$ cat src/rtl/falafel_output_serializer.sv
// Drains the alloc-result and free-ack FIFOs and sends each entry as a two-beat
// (header, payload) response. Sources are picked round-robin; sequence number wraps.
module falafel_output_serializer #(
  parameter int unsigned DATA_W = 64,
  parameter int unsigned SEQ_W  = 8
) (
  input  logic              clk_i,
  input  logic              rst_ni,
  input  logic              alloc_fifo_empty_i,
  output logic              alloc_fifo_read_o,
  input  logic [DATA_W-1:0] alloc_fifo_dout_i,
  input  logic              free_fifo_empty_i,
  output logic              free_fifo_read_o,
  input  logic [DATA_W-1:0] free_fifo_dout_i,
  output logic              resp_val_o,
  input  logic              resp_rdy_i,
  output logic [DATA_W-1:0] resp_data_o,
  output logic              busy_o,
  output logic [SEQ_W-1:0]  seq_o
);

  localparam int unsigned TYPE_W    = 3;
  localparam int unsigned SEQ_LSB   = 8;
  localparam logic [TYPE_W-1:0] TYPE_ALLOC = TYPE_W'(1);
  localparam logic [TYPE_W-1:0] TYPE_FREE  = TYPE_W'(2);

  typedef enum logic [1:0] {
    IDLE,
    SEND_HDR,
    SEND_PAYLOAD
  } state_t;

  state_t            state_q, state_d;
  logic [SEQ_W-1:0]  seq_q, seq_d;
  logic              rr_free_q, rr_free_d;   // 1: FREE source preferred on a tie
  logic              src_free_q, src_free_d; // source of the message in flight
  logic [DATA_W-1:0] payload_q, payload_d;
  logic [DATA_W-1:0] header_q, header_d;
  logic              alloc_pop_c, free_pop_c;
  logic              pick_alloc, pick_free;

  function automatic logic [DATA_W-1:0] build_header(input logic [TYPE_W-1:0] typ,
                                                     input logic [SEQ_W-1:0]  seq);
    logic [DATA_W-1:0] h;
    h                   = '0;
    h[TYPE_W-1:0]       = typ;
    h[SEQ_LSB +: SEQ_W] = seq;
    return h;
  endfunction

  // A lone non-empty source wins regardless of the pointer, so neither side can stall the other.
  always_comb begin
    pick_alloc = !alloc_fifo_empty_i && (free_fifo_empty_i || !rr_free_q);
    pick_free  = !free_fifo_empty_i && (alloc_fifo_empty_i || rr_free_q);
  end

  always_ff @(posedge clk_i or negedge rst_ni) begin
    if (!rst_ni) begin
      state_q    <= IDLE;
      seq_q      <= '0;
      rr_free_q  <= 1'b0;
      src_free_q <= 1'b0;
      payload_q  <= '0;
      header_q   <= '0;
    end else begin
      state_q    <= state_d;
      seq_q      <= seq_d;
      rr_free_q  <= rr_free_d;
      src_free_q <= src_free_d;
      payload_q  <= payload_d;
      header_q   <= header_d;
    end
  end

  always_comb begin
    state_d     = state_q;
    seq_d       = seq_q;
    rr_free_d   = rr_free_q;
    src_free_d  = src_free_q;
    payload_d   = payload_q;
    header_d    = header_q;
    alloc_pop_c = 1'b0;
    free_pop_c  = 1'b0;

    case (state_q)
      IDLE: begin
        if (pick_alloc) begin
          alloc_pop_c = 1'b1;
          payload_d   = alloc_fifo_dout_i;
          src_free_d  = 1'b0;
          header_d    = build_header(TYPE_ALLOC, seq_q);
          state_d     = SEND_HDR;
        end else if (pick_free) begin
          free_pop_c  = 1'b1;
          payload_d   = free_fifo_dout_i;
          src_free_d  = 1'b1;
          header_d    = build_header(TYPE_FREE, seq_q);
          state_d     = SEND_HDR;
        end
      end
      SEND_HDR: begin
        if (resp_rdy_i) state_d = SEND_PAYLOAD;
      end
      SEND_PAYLOAD: begin
        if (resp_rdy_i) begin
          seq_d     = seq_q + SEQ_W'(1);
          rr_free_d = !src_free_q;
          state_d   = IDLE;
        end
      end
      default: state_d = IDLE;
    endcase
  end

  // Pops must land in the same IDLE cycle the FIFO is seen non-empty; held off during reset.
  assign alloc_fifo_read_o = alloc_pop_c && rst_ni;
  assign free_fifo_read_o  = free_pop_c && rst_ni;

  assign resp_val_o = (state_q != IDLE);
  assign busy_o     = (state_q != IDLE);
  assign seq_o      = seq_q;

  always_comb begin
    case (state_q)
      SEND_HDR:     resp_data_o = header_q;
      SEND_PAYLOAD: resp_data_o = payload_q;
      default:      resp_data_o = '0;
    endcase
  end

endmodule

$ cat config.mk
export PLATFORM = sky130hd
export DESIGN_NAME = falafel_output_serializer
export DESIGN_NICKNAME = d
export VERILOG_FILES = /design/src/rtl/falafel_output_serializer.sv
export SDC_FILE = /design/constraint.sdc
export NUM_CORES = 1
export LEC_CHECK = 0
export ABC_AREA = 1
export CORE_ASPECT_RATIO = 1.2
export CORE_MARGIN = 2
export CORE_UTILIZATION = 46
export DETAILED_ROUTE_END_ITERATION = 8
export PLACE_DENSITY = 0.83
export SLEW_MARGIN = 20
export SYNTH_ARGS = -nofsm -noshare
export SYNTH_HDL_FRONTEND = slang
export SYNTH_SLANG_ARGS = --single-unit
$ cat constraint.sdc
create_clock -name clk_i -period 2.5 [get_ports clk_i]
set_clock_uncertainty 0.1 [all_clocks]
set_input_delay 0.5 -clock clk_i [delete_from_list [all_inputs] [get_ports clk_i]]
set_output_delay 0.5 -clock clk_i [all_outputs]
set_load 0.05 [all_outputs]
# Yosys cells after proc, flatten, opt, wreduce, memory -nomap -nowiden
# Index checks and enable logic that the tools add are counted.
# W data, S select, Z words.
# word_totals
regBits	140
out_inout_bits	76
# classes
n_addsub	1
eq_ne	5
mux	17
n_reduce_logical	16
# ops
cell	count
$mux W64	4
$pmux W64 S2	1
$add A8 B1 Y8 const B	1
$mux W2	4
$mux W1	7
$pmux W2 S3	1
$logic_and A1 B1 Y1	4
$logic_not A1 Y1	4
$ne A2 B2 Y1 const B	2
$reduce_and A2 Y1	2
$reduce_bool A2 Y1	2
$ne A3 B3 Y1 const B	1
$reduce_and A3 Y1	1
$eq A2 B1 Y1 const B	1
$eq A2 B2 Y1 const B	1
$logic_not A2 Y1	1
$logic_or A1 B1 Y1	2

# Depth between registers and ports, before layout
# depth
ltp_word	6
mapped_depth	8
ltp_nobuf	8

# Worst setup path before layout
# Ideal clock, no wire load.
# synth_path
path_kind	register to output
from	register state_q[0]
to	output port alloc_fifo_read_o
arrival_time_ns	1.866
required_time_ns	1.900
slack_ns	0.034
path_stages_with_launch	8
path_buffers	1
cell_sequence	dfrtp_1 inv_1 ha_1 inv_2 nor2_8 buf_4 inv_2 nor2_1
# synth_between
elab_chain_len	3
# synth_lines
item	line_no	rtl
from (decl)	33	state_t state_q, state_d;
from (signal assigned)	66	state_q <= state_d;
$logic_not A2 Y1	85	case (state_q)
$mux W1	85	
$logic_and A1 B1 Y1	116	assign alloc_fifo_read_o = alloc_pop_c && rst_ni;
to (decl)	10	output logic alloc_fifo_read_o,
# No other way between the ends.

# Final worst setup path
# layout_path
from	register state_q[1]
to	output port resp_data_o[1]
# layout_between
elab_chain_len	2
word_cells_on_any_way	3
# layout_lines
item	line_no	rtl
$eq A2 B2 Y1 or $eq A2 B1 Y1 (tied branches)	124	case (state_q)
$pmux W64 S2 (*)	124	
to (decl)	17	output logic [DATA_W-1:0] resp_data_o,
# Mark *: on every way between the ends. The rest lies on a longest branch, timed or not.

==> results.tsv <==
metric	value	unit
# Max-Cap Violations	0	
Post-Synthesis Cells	660	
Worst Max-Slew Pin Slew	0.767	ns
setup TNS	0	ns
Root Driver	clkbuf_16	
Pwr per Cell Area	1120	mW/mm^2
cts bufs inserted	9	
post-synth top area cell	dfrtp_1	
number of synthesized register bits	85	
slowest stage cell, crit path	dfrtp_1	
die width	96.0	um
Worst Path Buf+Inv	3	
area grow syn2layout	66.5	%
antenna violations before repair	0	
pin count of the biggest net entering global routing	86	
setup repair bufs after CTS	0	
sw power	0.00388	W
Slew HR	48.9	%
count of endpoints failing setup in the final report	0	
routed len/inst	14.7	um
Reg2Reg Depth	7	
Num Clock Sinks	85	
Clock Power Share	15.0	%
clock slew at reported path FFs	0.06	ns
CP peak stage delay	0.42	ns
WP data arrival	1.86	ns
Final Hold Vio Count	0	
outcome	completed	
Final Max Slew Viols	0	
sequential power share	28.1	%
share of layout cells above drive strength 1	12.9	%
Critical Path RT	1.90	ns
min Tclk post-route	2.46	ns
ant diodes	0	
reg-to-reg startpoint	state_q[0]$_DFFE_PN0P_	
area taken by multi-input logic gates	0.00199	mm^2
die area	0.0110	mm^2
drt pass-1 iters	4	
PortBufs	208	
initial detailed-routing violation count	212	
worst-path maximum fanout	10	
Crit. path cell count	5	
CP Class	reg2out	
Initial Utilization	46.9	%
fmax	0.407	GHz
clk buf depth	2	
GR Overflow Total	0	
Synth top area share	45.5	%
Max H-tree Level	3	
largest cells by area after synthesis	dfrtp_1 (46%), nand2_1 (24%), inv_1 (8.0%), nand3_1 (7.2%), or2_1 (2.3%)	
Comb power frac	56.9	%
Ports	209	
Die Y	114	um
Cell Chain, Critical Path	inv_1, ha_1, clkinvlp_4, a21oi_2, buf_12	
number of core rows	40	
area post-placement	0.00743	mm^2
DRC errors left	0	
TritonCTS clock tree	built	
Antenna Nets Post-Route	0	
Nets	991	
Leak Pwr	4.04	nW
CP Capture Type	output port	
Syn Area/Cell	7.08	um^2
Post-Synthesis Cell Area	0.00467	mm^2
register area	0.00213	mm^2
Fill cells	683	
routed wire length	14.4	mm
unrepaired setup endpoints after global routing	yes	
Worst R2R End	seq_o[6]$_DFFE_PN0P_	
reg2reg setup slack	0.55	ns
first-pass GRT wire length	23.0	mm
period utilisation layout	98.3	%
GPL Wtd Cong	0.834	
hold crit path type	in2async	
finished layout cell area	0.00778	mm^2
sequential fraction of the synthesis area	45.5	%
Yosys cell types	24	
vias in the first global route	4957	
Startpoint Class	flip-flop	
DR vias/cell	4.86	
hold_buf cts	0	
VDD IR max	1060	uV
Worst Setup SP	state_q[1]$_DFFE_PN0P_	
switching share of power	44.4	%
Total GRT Usage	27.1	%
Internal	0.00485	W
latest clock arrival within the worst-skew pair	0.33	ns
DP HPWL	10.6	mm
CORE AREA	0.00996	mm^2
net count of the mapped netlist	797	
CP top delay family	buffers and inverters	
via count	4791	
Synth Warn #	0	
-- sequential cells by signal (all words and copies together), names as in the netlist --
register and flops:
header_q 10, rr_free_q 1, payload_q 64, state_q 2, seq_o 8
-- worst max path at each step --
stage                             end
global route          resp_data_o[10]
detailed placement  alloc_fifo_read_o
CTS                    resp_data_o[9]
floorplan           alloc_fifo_read_o
global placement    alloc_fifo_read_o
finish                 resp_data_o[1]
-- worst register-to-register path: stages (launching register included) --
cell and delay, ns:
dfrtp_1 0.40, inv_1 0.13, ha_4 0.31, buf_4 0.21
nand2_1 0.12, nor2_1 0.24, nand3_1 0.15, xor2_1 0.17
-- cells by family after synthesis --
logic type | Yosys count | synth area share (%)
simple gates | 408 | 37.1
compound gates | 20 | 2.17
flops | 85 | 45.5
mux | 1 | 0.241
xor+xnor | 5 | 0.938
buf+inv | 137 | 12.9
fa+ha+maj | 4 | 1.07
-- layout make-up --
cell class                      instances  share of cell area [%]
Timing Repair Buffer                  215                    36.2
Sequential cell                        85                    27.3
Multi-Input combinational cell        438                    25.6
Inverter                              105                    5.12
Clock buffer                           15                    3.31
Tap cell                              126                    2.03
Clock inverter                          1                   0.386
-- cell usage after synthesis --
cell type and count:
inv_1 99, o21ai_0 8, clkbuf_1 2, buf_2 18, ha_1 4, nand3_2 1, dfrtp_1 85, nor2_1 8
xor2_1 5, buf_4 6, a21oi_1 11, o22ai_1 1, nand4_1 2, clkinv_1 1, buf_6 6, nand2_1 295
or2_1 17, nor2_8 1, nand2_2 2, mux2_2 1, nand2_4 1, nand3_1 67, or2_0 14, inv_2 5
-- repair_timing --
action                                 CTS  global route
resized for setup                        3            10
endpoints found under the hold margin    0             0
setup endpoints to repair               16            10
cloned                                   0             0
-- through the flow --
stage	hold WS [ns]	setup slack [ns]	power (W)	utilization (%)	std cells
2_1_floorplan	0.104	0.0344	0.00528	-	660
3_3_place_gp	0.363	0.233	0.00720	74.6	969
3_5_place_dp	0.365	0.234	0.00733	74.6	969
4_1_cts	0.382	-0.00277	0.00870	77.7	985
5_1_grt	0.293	-0.0361	0.00925	78.1	985
6_report	0.224	0.0435	0.00873	78.1	985
-- cells in the final DEF (no fill, tap or decap) --
cell type and n:
o22ai_1 1, or2_1 17, ha_4 1, nor2_1 8, o21ai_0 8, nor2_8 1, mux2_2 1, a21oi_1 1
a21oi_2 10, ha_2 1, xor2_1 5, nand3_1 67, nand2_4 1, nand2_1 295, buf_6 1, or2_0 14
clkbuf_8 1, nand4_1 2, bufinv_16 1, clkdlybuf4s50_1 139, inv_1 99, ha_1 2, buf_4 7, dfrtp_1 85
inv_2 5, buf_12 68, nand3_2 1, clkbuf_16 9, clkbuf_1 5, clkinvlp_4 1, nand2_2 2
-- power by group through the flow --
stage | Combinational [W] | Clock [W] | Sequential, W
after floorplan | 0.00280 | 0 | 0.00247
after global placement | 0.00480 | 0 | 0.00240
after detailed placement | 0.00489 | 0 | 0.00244
after CTS | 0.00494 | 0.00132 | 0.00243
after global routing | 0.00535 | 0.00139 | 0.00251
final | 0.00497 | 0.00131 | 0.00245
-- layer usage --
metal	global-route usage (%)	routed length [um]	part of all wire, %
met1	29.3	5210	36
met2	48.8	7810	54
met3	5.27	844	5.8
met4	14.3	580	4.0
met5	0	0	0
Power figures use the tool's default switching activity.
